==> src/rtl/serial_buff_ctrl_if.sv <==
// serial_buff_ctrl_if: handshake and command bundle between the receive-buffer
// sequencer (slave side) and the front end / frame consumer (master side).
interface serial_buff_ctrl_if #(
  parameter int unsigned NDATA = 128
);
  localparam int unsigned CW = $clog2(NDATA);
  localparam int unsigned IW = CW - 2;

  // Front end and consumer requests
  logic          start;
  logic          bit_valid;
  logic          nib_ack;

  // Buffer command and status
  logic          ena;
  logic [CW-1:0] cntin;
  logic          busy;
  logic          nib_valid;
  logic [IW-1:0] nib_idx;
  logic          done;

  modport slave (
    input  start, bit_valid, nib_ack,
    output ena, cntin, busy, nib_valid, nib_idx, done
  );

  modport master (
    output start, bit_valid, nib_ack,
    input  ena, cntin, busy, nib_valid, nib_idx, done
  );
endinterface

==> src/rtl/serial_buff_ctrl.sv <==
// serial_buff_ctrl: sequencer for the serial-to-parallel receive buffer.
// Gates the buffer shift enable for NDATA strobed bits, issues one parallel
// LOAD, then (optionally) steps the buffer's 4-bit rotate so the consumer can
// read the frame MSB nibble first from the buffer's top four bits.
module serial_buff_ctrl #(
  parameter int unsigned NDATA      = 128,
  parameter bit          NIBBLE_OUT = 1'b1
) (
  input logic               clk,
  input logic               rst,
  serial_buff_ctrl_if.slave bus
);
  localparam int unsigned CW = $clog2(NDATA);
  localparam int unsigned NW = CW - 2;

  // Buffer command encodings on cntin
  localparam logic [CW-1:0] CMD_LOAD   = CW'(0);
  localparam logic [CW-1:0] CMD_HOLD   = CW'(1);
  localparam logic [CW-1:0] CMD_ROTATE = CW'(4);

  localparam logic [CW-1:0] BIT_LAST = CW'(NDATA - 1);
  localparam logic [NW-1:0] NIB_LAST = NW'(NDATA / 4 - 1);

  typedef enum logic [2:0] {
    S_IDLE  = 3'd0,
    S_SHIFT = 3'd1,
    S_LOAD  = 3'd2,
    S_NIB   = 3'd3,
    S_ROT   = 3'd4,
    S_DONE  = 3'd5
  } state_e;

  state_e        state_q;
  logic [CW-1:0] bit_cnt_q;
  logic [NW-1:0] nib_cnt_q;
  logic [CW-1:0] cntin_q;
  logic          busy_q;
  logic          nib_valid_q;
  logic [NW-1:0] nib_idx_q;
  logic          done_q;

  logic [CW-1:0] bit_cnt_d;
  logic [NW-1:0] nib_cnt_d;

  assign bit_cnt_d = bit_cnt_q + CW'(1);
  assign nib_cnt_d = nib_cnt_q + NW'(1);

  // Shift enable must follow the strobe in the same cycle, so it stays combinational
  assign bus.ena = bus.bit_valid & (state_q == S_SHIFT);

  assign bus.cntin     = cntin_q;
  assign bus.busy      = busy_q;
  assign bus.nib_valid = nib_valid_q;
  assign bus.nib_idx   = nib_idx_q;
  assign bus.done      = done_q;

  // Frame sequencer: state, counters and the registered command/status outputs
  always_ff @(posedge clk) begin
    if (rst) begin
      state_q     <= S_IDLE;
      bit_cnt_q   <= '0;
      nib_cnt_q   <= '0;
      cntin_q     <= CMD_HOLD;
      busy_q      <= 1'b0;
      nib_valid_q <= 1'b0;
      nib_idx_q   <= '0;
      done_q      <= 1'b0;
    end else begin
      // Outputs below describe the state being entered; most cycles hold the buffer
      cntin_q     <= CMD_HOLD;
      nib_valid_q <= 1'b0;
      done_q      <= 1'b0;
      busy_q      <= 1'b1;
      case (state_q)
        S_IDLE: begin
          busy_q <= bus.start;
          if (bus.start) begin
            state_q   <= S_SHIFT;
            bit_cnt_q <= '0;
          end else begin
            state_q <= S_IDLE;
          end
        end
        S_SHIFT: begin
          if (bus.bit_valid) begin
            if (bit_cnt_q == BIT_LAST) begin
              // Last bit is being shifted on this edge; parallel load follows
              state_q <= S_LOAD;
              cntin_q <= CMD_LOAD;
            end else begin
              bit_cnt_q <= bit_cnt_d;
            end
          end else begin
            state_q <= S_SHIFT;
          end
        end
        S_LOAD: begin
          if (NIBBLE_OUT) begin
            state_q     <= S_NIB;
            nib_cnt_q   <= '0;
            nib_valid_q <= 1'b1;
            nib_idx_q   <= '0;
          end else begin
            state_q <= S_DONE;
            done_q  <= 1'b1;
          end
        end
        S_NIB: begin
          if (bus.nib_ack) begin
            if (nib_cnt_q == NIB_LAST) begin
              state_q <= S_DONE;
              done_q  <= 1'b1;
            end else begin
              // Rotate brings the next nibble to the top; nib_valid drops for that cycle
              state_q   <= S_ROT;
              cntin_q   <= CMD_ROTATE;
              nib_cnt_q <= nib_cnt_d;
            end
          end else begin
            // Buffer is frozen while the consumer stalls
            state_q     <= S_NIB;
            nib_valid_q <= 1'b1;
          end
        end
        S_ROT: begin
          state_q     <= S_NIB;
          nib_valid_q <= 1'b1;
          nib_idx_q   <= nib_cnt_q;
        end
        S_DONE: begin
          // start is deliberately not looked at here
          state_q <= S_IDLE;
          busy_q  <= 1'b0;
        end
        default: begin
          // Unreachable encodings fall back to a safe idle without touching the buffer
          state_q <= S_IDLE;
          busy_q  <= 1'b0;
        end
      endcase
    end
  end
endmodule

==> src/flat_wrapper.sv <==
// flat-port wrapper written by rule: the top's interface ports become plain ports
module serial_buff_ctrl_flat 
#(
  parameter int unsigned NDATA      = 128,
  parameter bit          NIBBLE_OUT = 1'b1
)
  (clk, rst, bus_start, bus_bit_valid, bus_nib_ack, bus_ena, bus_cntin, bus_busy, bus_nib_valid, bus_nib_idx, bus_done);
  serial_buff_ctrl_if #(.NDATA(NDATA)) bus_i ();
  input logic clk;
  input logic rst;
  input wire logic [$bits(bus_i.start)-1:0] bus_start;
  input wire logic [$bits(bus_i.bit_valid)-1:0] bus_bit_valid;
  input wire logic [$bits(bus_i.nib_ack)-1:0] bus_nib_ack;
  output wire logic [$bits(bus_i.ena)-1:0] bus_ena;
  output wire logic [$bits(bus_i.cntin)-1:0] bus_cntin;
  output wire logic [$bits(bus_i.busy)-1:0] bus_busy;
  output wire logic [$bits(bus_i.nib_valid)-1:0] bus_nib_valid;
  output wire logic [$bits(bus_i.nib_idx)-1:0] bus_nib_idx;
  output wire logic [$bits(bus_i.done)-1:0] bus_done;
  assign bus_i.start = bus_start;
  assign bus_i.bit_valid = bus_bit_valid;
  assign bus_i.nib_ack = bus_nib_ack;
  assign bus_ena = bus_i.ena;
  assign bus_cntin = bus_i.cntin;
  assign bus_busy = bus_i.busy;
  assign bus_nib_valid = bus_i.nib_valid;
  assign bus_nib_idx = bus_i.nib_idx;
  assign bus_done = bus_i.done;
  serial_buff_ctrl #(.NDATA(NDATA), .NIBBLE_OUT(NIBBLE_OUT)) u_core (.clk(clk), .rst(rst), .bus(bus_i));
endmodule
==> config.mk <==
export PLATFORM = sky130hd
export DESIGN_NAME = serial_buff_ctrl_flat
export DESIGN_NICKNAME = d
export VERILOG_FILES = /design/src/rtl/serial_buff_ctrl_if.sv /design/src/rtl/serial_buff_ctrl.sv /design/src/flat_wrapper.sv
export SDC_FILE = /design/constraint.sdc
export NUM_CORES = 1
export LEC_CHECK = 0
export CAP_MARGIN = 10
export CORE_MARGIN = 2
export CORE_UTILIZATION = 40
export CTS_CLUSTER_DIAMETER = 100
export DETAILED_ROUTE_END_ITERATION = 8
export PLACE_DENSITY_LB_ADDON = 0.25
export SYNTH_ARGS = -nofsm -noshare
export SYNTH_HDL_FRONTEND = slang
export SYNTH_SLANG_ARGS = --single-unit
==> constraint.sdc <==
create_clock -name clk -period 2.3 [get_ports clk]
set_input_delay 0.46 -clock clk [delete_from_list [all_inputs] [get_ports clk]]
set_output_delay 0.46 -clock clk [all_outputs]
set_load 0.01 [all_outputs]
==> results of run 1 <==
metrics by stage:
| stage | power (mW) | setup WS, ns |
|---|---|---|
| after floorplan | 0.578 | 0.430 |
| after global placement | 0.619 | 0.128 |
| after detailed placement | 0.622 | 0.0935 |
| after CTS | 0.825 | 0.100 |
| after global routing | 0.861 | 0.0804 |
| final | 0.827 | 0.106 |
registers in the layout (all words and copies together) (netlist names):
register,flops
u_core.bit_cnt_q,7
u_core.bus.busy,1
u_core.bus.cntin,2
u_core.bus.done,1
u_core.bus.nib_idx,5
u_core.bus.nib_valid,1
u_core.nib_cnt_q,5
u_core.state_q,3
metal layers:
metal,up-vias,share of wire [%],GRT usage [%],wire (um)
li1,570,-,-,-
met1,531,47,21.1,1290
met2,21,48,28.6,1310
met3,4,3.3,2.56,91
met4,0,1.1,5.71,31
met5,-,0,0,0
worst reg2reg max path: stages (launching register included):
cell and delay, ns:
dfxtp_1 0.38, ha_1 0.24, and3_1 0.19, ha_1 0.19
nand2b_1 0.20, a21o_1 0.26, or4_1 0.41, a21oi_1 0.13
layout by cell type (no fill, tap or decap), types with 3 or more instances in the layout:
cell,count
dfxtp_1,25
clkdlybuf4s50_1,15
nor2_1,14
nand3_1,13
a21oi_1,12
nand2_1,7
o21ai_0,6
buf_4,6
a22oi_1,5
conb_1,5
nor2b_1,4
a2bb2oi_1,4
nand2b_1,4
and3_1,3
inv_1,3
nor3_1,3
ha_1,3
clkbuf_4,3
final cells by class:
| class | count | share of cell area, % |
|---|---|---|
| multi-input cells | 113 | 46.9 |
| flip-flops and latches | 25 | 33.6 |
| repair buffers | 21 | 13.1 |
| well taps | 44 | 3.69 |
| clock buffers | 3 | 1.51 |
| inverters | 3 | 0.755 |
| clock inverters | 1 | 0.503 |
cells in the mapped netlist (2+ instances only):
cell | number | share of area [%]
nor4_1 | 2 | 0.99
and2_1 | 2 | 0.99
nor3_1 | 3 | 1.2
inv_1 | 3 | 0.89
nand2_1 | 7 | 2.1
o2111ai_1 | 2 | 1.4
buf_2 | 2 | 0.79
nand3b_1 | 2 | 1.2
buf_4 | 5 | 3.0
ha_1 | 3 | 3.0
and3_1 | 3 | 1.5
nor2b_1 | 4 | 2.0
dfxtp_1 | 25 | 39
nand3_1 | 13 | 5.1
nand2b_1 | 4 | 2.0
nor2_1 | 14 | 4.1
or4_1 | 2 | 1.2
a21o_1 | 2 | 1.2
a22oi_1 | 5 | 3.0
clkbuf_1 | 3 | 0.89
a21oi_1 | 12 | 4.7
o21ai_0 | 6 | 2.4
a2bb2oi_1 | 4 | 2.8
cells by family (layout without fill, tap and decap cells):
family          count (synthesis)  count (layout)  share of synthesized area, %
compound gates                 39              39                          20.7
simple gates                   64              64                          28.5
mux                             1               1                         0.788
buf+inv                        15              28                          6.70
fa+ha+maj                       3               3                          2.96
xor+xnor                        1               1                         0.690
flops                          25              25                          39.4
other cells                     1               5                         0.295
final timing paths:
kind | cells after the start | start | endpoint
setup / recovery | 3 | bus_bit_valid | bus_ena
hold / removal | 2 | u_core.bit_cnt_q[6] | u_core.bit_cnt_q[6]
setup reg to reg | 7 | u_core.nib_cnt_q[0] | u_core.nib_cnt_q[3]
hold reg to reg | 2 | u_core.bit_cnt_q[6] | u_core.bit_cnt_q[6]
report_power, final:
part           internal [mW]  switching (mW)  total (mW)
Combinational         0.0704          0.0919       0.162
Clock                 0.0666           0.147       0.214
Sequential             0.445         0.00631       0.451
==> metrics.txt, run 1 <==
Synth Warn # 0; Worst path max stage delay 0.53 ns; via/cell ratio 5.36; PwrDens 555 nW/um2; Starting Density 41.9%; Critical Path End Type output pin; Ant. Diodes 0; CTS H-tree lvls 1; Post-CTS Setup Inserts 0; DR vias 1,126; grt total ovfl 0; Syn Inst Count 149; Final period util 95.4%; post-layout util 49.3%; Post-synth top flop dfxtp_1; Die W 60.3 um; number of remaining DRC errors 0; Max Freq 456 MHz; footprint of the multi-input gates 699 um2; cell family with most CP delay buffers and inverters; Seq/Total Area, Yosys 39.4%; share of layout cells above drive strength 1 9.04%; die area 3640 um2; Port Buffers 15; Final Routed Wirelength 2720 um; Fin Clk Skew 0.0123 ns; CTS Buf Count 3; Crit Path Class in2out; synth unique cells 44; flop2flop setup slack 0.24 ns; cell mode on critical path clkdlybuf4s50_1; CP max stage cell clkdlybuf4s50_1; I/O Pins 21; Setup TNS Final 0 ns; initial antenna violation count 0; RSZ-0062 raised after global routing false; Max IR drop VDD 0.000245 V; Core Region 3030 um2; non-filler cells, final 210; asr flop ratio synth 0%; routability congestion estimate 0.802; P&R area growth vs syn 17.4%; Mapped Avg Cell Area 8.52 um2; Worst Path Required 1.84 ns; Clock Tree Root clkbuf_4; cts hold-fix bufs 0; min Tclk post-route 2.19 ns; fill count 300; crit path launch type input port; status finished, final reports clean; TritonRoute pass-1 iters 4; CP max FO 3; cell leakage power 0.572 nW; Hold WC Path Type reg2reg; post_cts resized 0; hold_ws 0.490 ns; Final Hold Fails 0; vias in the first global route 1,015; first-pass GRT wire length 4550 um; CTS Sinks 25; row count 20; Critical Path AT 1.73 ns; Register Area 500 um2; critical path cell sequence clkdlybuf4s50_1 -> and4bb_4 -> clkdlybuf4s50_1; WP buf/inv 2; Placed Cells 206; CTS tree yes; max_cap viols 0; post-detail-place hpwl 2030 um; Area after DPL 1460 um2; endpoints failing setup 0; GRT Total Usage 16.6%; Slew Viols, Final 0; Layout Nets 175; Skew-Pair Late Insertion Delay 0.33 ns; number of synthesized flops with an enable pin 0; #FFs+latches synth 25; largest net degree at the start of global routing 19; initial drt markers 28; wire per inst 13.0 um; clock slew at reported path FFs 0.14 ns; die height 60.3 um; Netlist Area Pre-Place 1270 um2; Clock Path Buffers 2; cell area after layout 1490 um2; Final ANT Viol Nets 0
Power figures use the tool's default switching activity.
==> run 2, diff against run 1 <==
--- a/config.mk
+++ b/config.mk
@@ -6,8 +6,9 @@
 export NUM_CORES = 1
 export LEC_CHECK = 0
 export CAP_MARGIN = 10
+export CORE_ASPECT_RATIO = 1.75
 export CORE_MARGIN = 2
-export CORE_UTILIZATION = 40
+export CORE_UTILIZATION = 52
 export CTS_CLUSTER_DIAMETER = 100
 export DETAILED_ROUTE_END_ITERATION = 8
 export PLACE_DENSITY_LB_ADDON = 0.25
==> metrics.txt, run 2 (same netlist as run 1, synthesis figures left out) <==
Skew-Pair Late Insertion Delay 0.26 ns (-0.07 ns); grt total ovfl 0 (unchanged); max_cap viols 0 (unchanged); routability congestion estimate 0.738 (-7.9%); CTS tree yes; worst reg2reg startpoint u_core.nib_cnt_q[0]; Place WS 0.105 ns (+0.0111 ns); Starting Density 55.2% (+13 points); met1 wire length 1180 um (-8.6%); CTS Buf Count 3 (unchanged); clock slew at reported path FFs 0.08 ns (-0.06 ns); CTS Sinks 25 (unchanged); Max IR drop VDD 0.000420 V (+71%); Critical Path End bus_ena; share of layout cells above drive strength 1 8.43% (-0.60 points); flop2flop setup slack 0.26 ns (+0.02 ns); DR vias 1,151 (+2.2%); Design Power 865 uW (+4.5%); worst r2r path cells 7 (unchanged); largest net degree at the start of global routing 16 (-3); via/cell ratio 6.03 (+12%); Ant. Diodes 0 (unchanged); post-layout util 64.4% (+15 points); TritonRoute pass-1 iters 4 (unchanged); first-pass GRT wire length 4500 um (-1.2%); final worst-path setup slack 0.0905 ns (-0.0151 ns); Hold Path Origin u_core.bit_cnt_q[6]; PwrDens 583 nW/um2 (+5.1%); most frequent cells in the layout dfxtp_1 (25), clkdlybuf4s50_1 (15), nor2_1 (14); cts hold-fix bufs 0 (unchanged); status finished, final reports clean; post_cts resized 0 (unchanged); Critical Path AT 1.75 ns (+0.02 ns); vias in the first global route 1,125 (+11%); Critical Path End Type output pin; CP max FO 3 (unchanged); endpoints failing setup 0 (unchanged); CTS H-tree lvls 1 (unchanged); die height 69.4 um (+15%); met2 WL 1590 um (+21%); Final Routed Wirelength 2910 um (+6.8%); P&R area growth vs syn 16.7%; largest reg by FF count u_core.bit_cnt_q; Hold WC Path Type reg2reg; wire per inst 15.2 um (+17%); RR Endpoint u_core.nib_cnt_q[3]; post-detail-place hpwl 2190 um (+7.8%); met3 routed WL 53 um (-42%); top sig layer met4; max FFs per register 7 (unchanged); Clock Path Buffers 2 (unchanged); GRT Total Usage 22.1% (+5.5 points); Worst Path Required 1.84 ns (about the same); Fin Clk Skew 0.00656 ns (-0.00576 ns); Layout Nets 175 (unchanged); Max Freq 453 MHz (-0.68%); RSZ-0062 raised after global routing false; Core Region 2300 um2 (-24%); Post-CTS Setup Inserts 0 (unchanged); Crit Path Class in2out; Final ANT Viol Nets 0 (unchanged); Die W 41.4 um (-31%); Critical Path Start bus_bit_valid; I/O Pins 21 (unchanged); initial drt markers 28 (unchanged); initial antenna violation count 0 (unchanged); crit path launch type input port; number of remaining DRC errors 0 (unchanged); min Tclk post-route 2.21 ns (+0.0151 ns); row count 23 (+15%); Final Hold Fails 0 (unchanged); cell leakage power 0.582 nW (+1.6%); Slew Viols, Final 0 (unchanged); most common cell after layout, fill and taps aside dfxtp_1; Port Buffers 15 (unchanged); Final period util 96.1% (+0.66 points); Clock Tree Root clkbuf_8; die area 2870 um2 (-21%); Setup TNS Final 0 ns (unchanged)
run 2: through the flow:
stage | instance area (um2) | cells | hold slack (ns)
2_1_floorplan | 1280 | 153 | 0.445
3_3_place_gp | 1440 | 187 | 0.460
6_report | 1480 | 191 | 0.480
5_1_grt | 1480 | 191 | 0.518
4_1_cts | 1480 | 191 | 0.473
3_5_place_dp | 1440 | 187 | 0.461
run 2: critical path, stage by stage:
cell and delay, ns:
clkdlybuf4s50_1 0.51, and4bb_4 0.25, clkdlybuf4s50_1 0.53
run 2: per-layer routing:
layer | track usage (%) | up-vias
met5 | 0 | -
met4 | 11.5 | 0
met3 | 3.21 | 10
met2 | 39.4 | 17
met1 | 21.6 | 560
li1 | - | 564
run 2: cell type report:
class / instances / area [um2]
sequential: 25 / 500
tap: 25 / 31.3
timing repair buffer: 21 / 195
multi-input combinational: 113 / 699
inverter: 3 / 11.3
fill: 217 / 820
clock buffer: 4 / 45.0
run 2: worst min-delay path by stage:
stage / endpoint / slack, ns / cells past startpoint
floorplan: u_core.bit_cnt_q[6] / 0.45 / 2
global placement: u_core.bit_cnt_q[6] / 0.46 / 2
detailed placement: u_core.bit_cnt_q[6] / 0.46 / 2
CTS: u_core.bit_cnt_q[6] / 0.47 / 2
global route: u_core.bit_cnt_q[6] / 0.52 / 2
finish: u_core.bit_cnt_q[6] / 0.48 / 2
run 2: power by group:
part / switching (mW) / internal, mW / leakage (nW)
combinational: 0.0909 / 0.0694 / 0.356
clock: 0.126 / 0.124 / 0.0228
sequential: 0.0107 / 0.444 / 0.202
total: 0.228 / 0.637 / 0.582
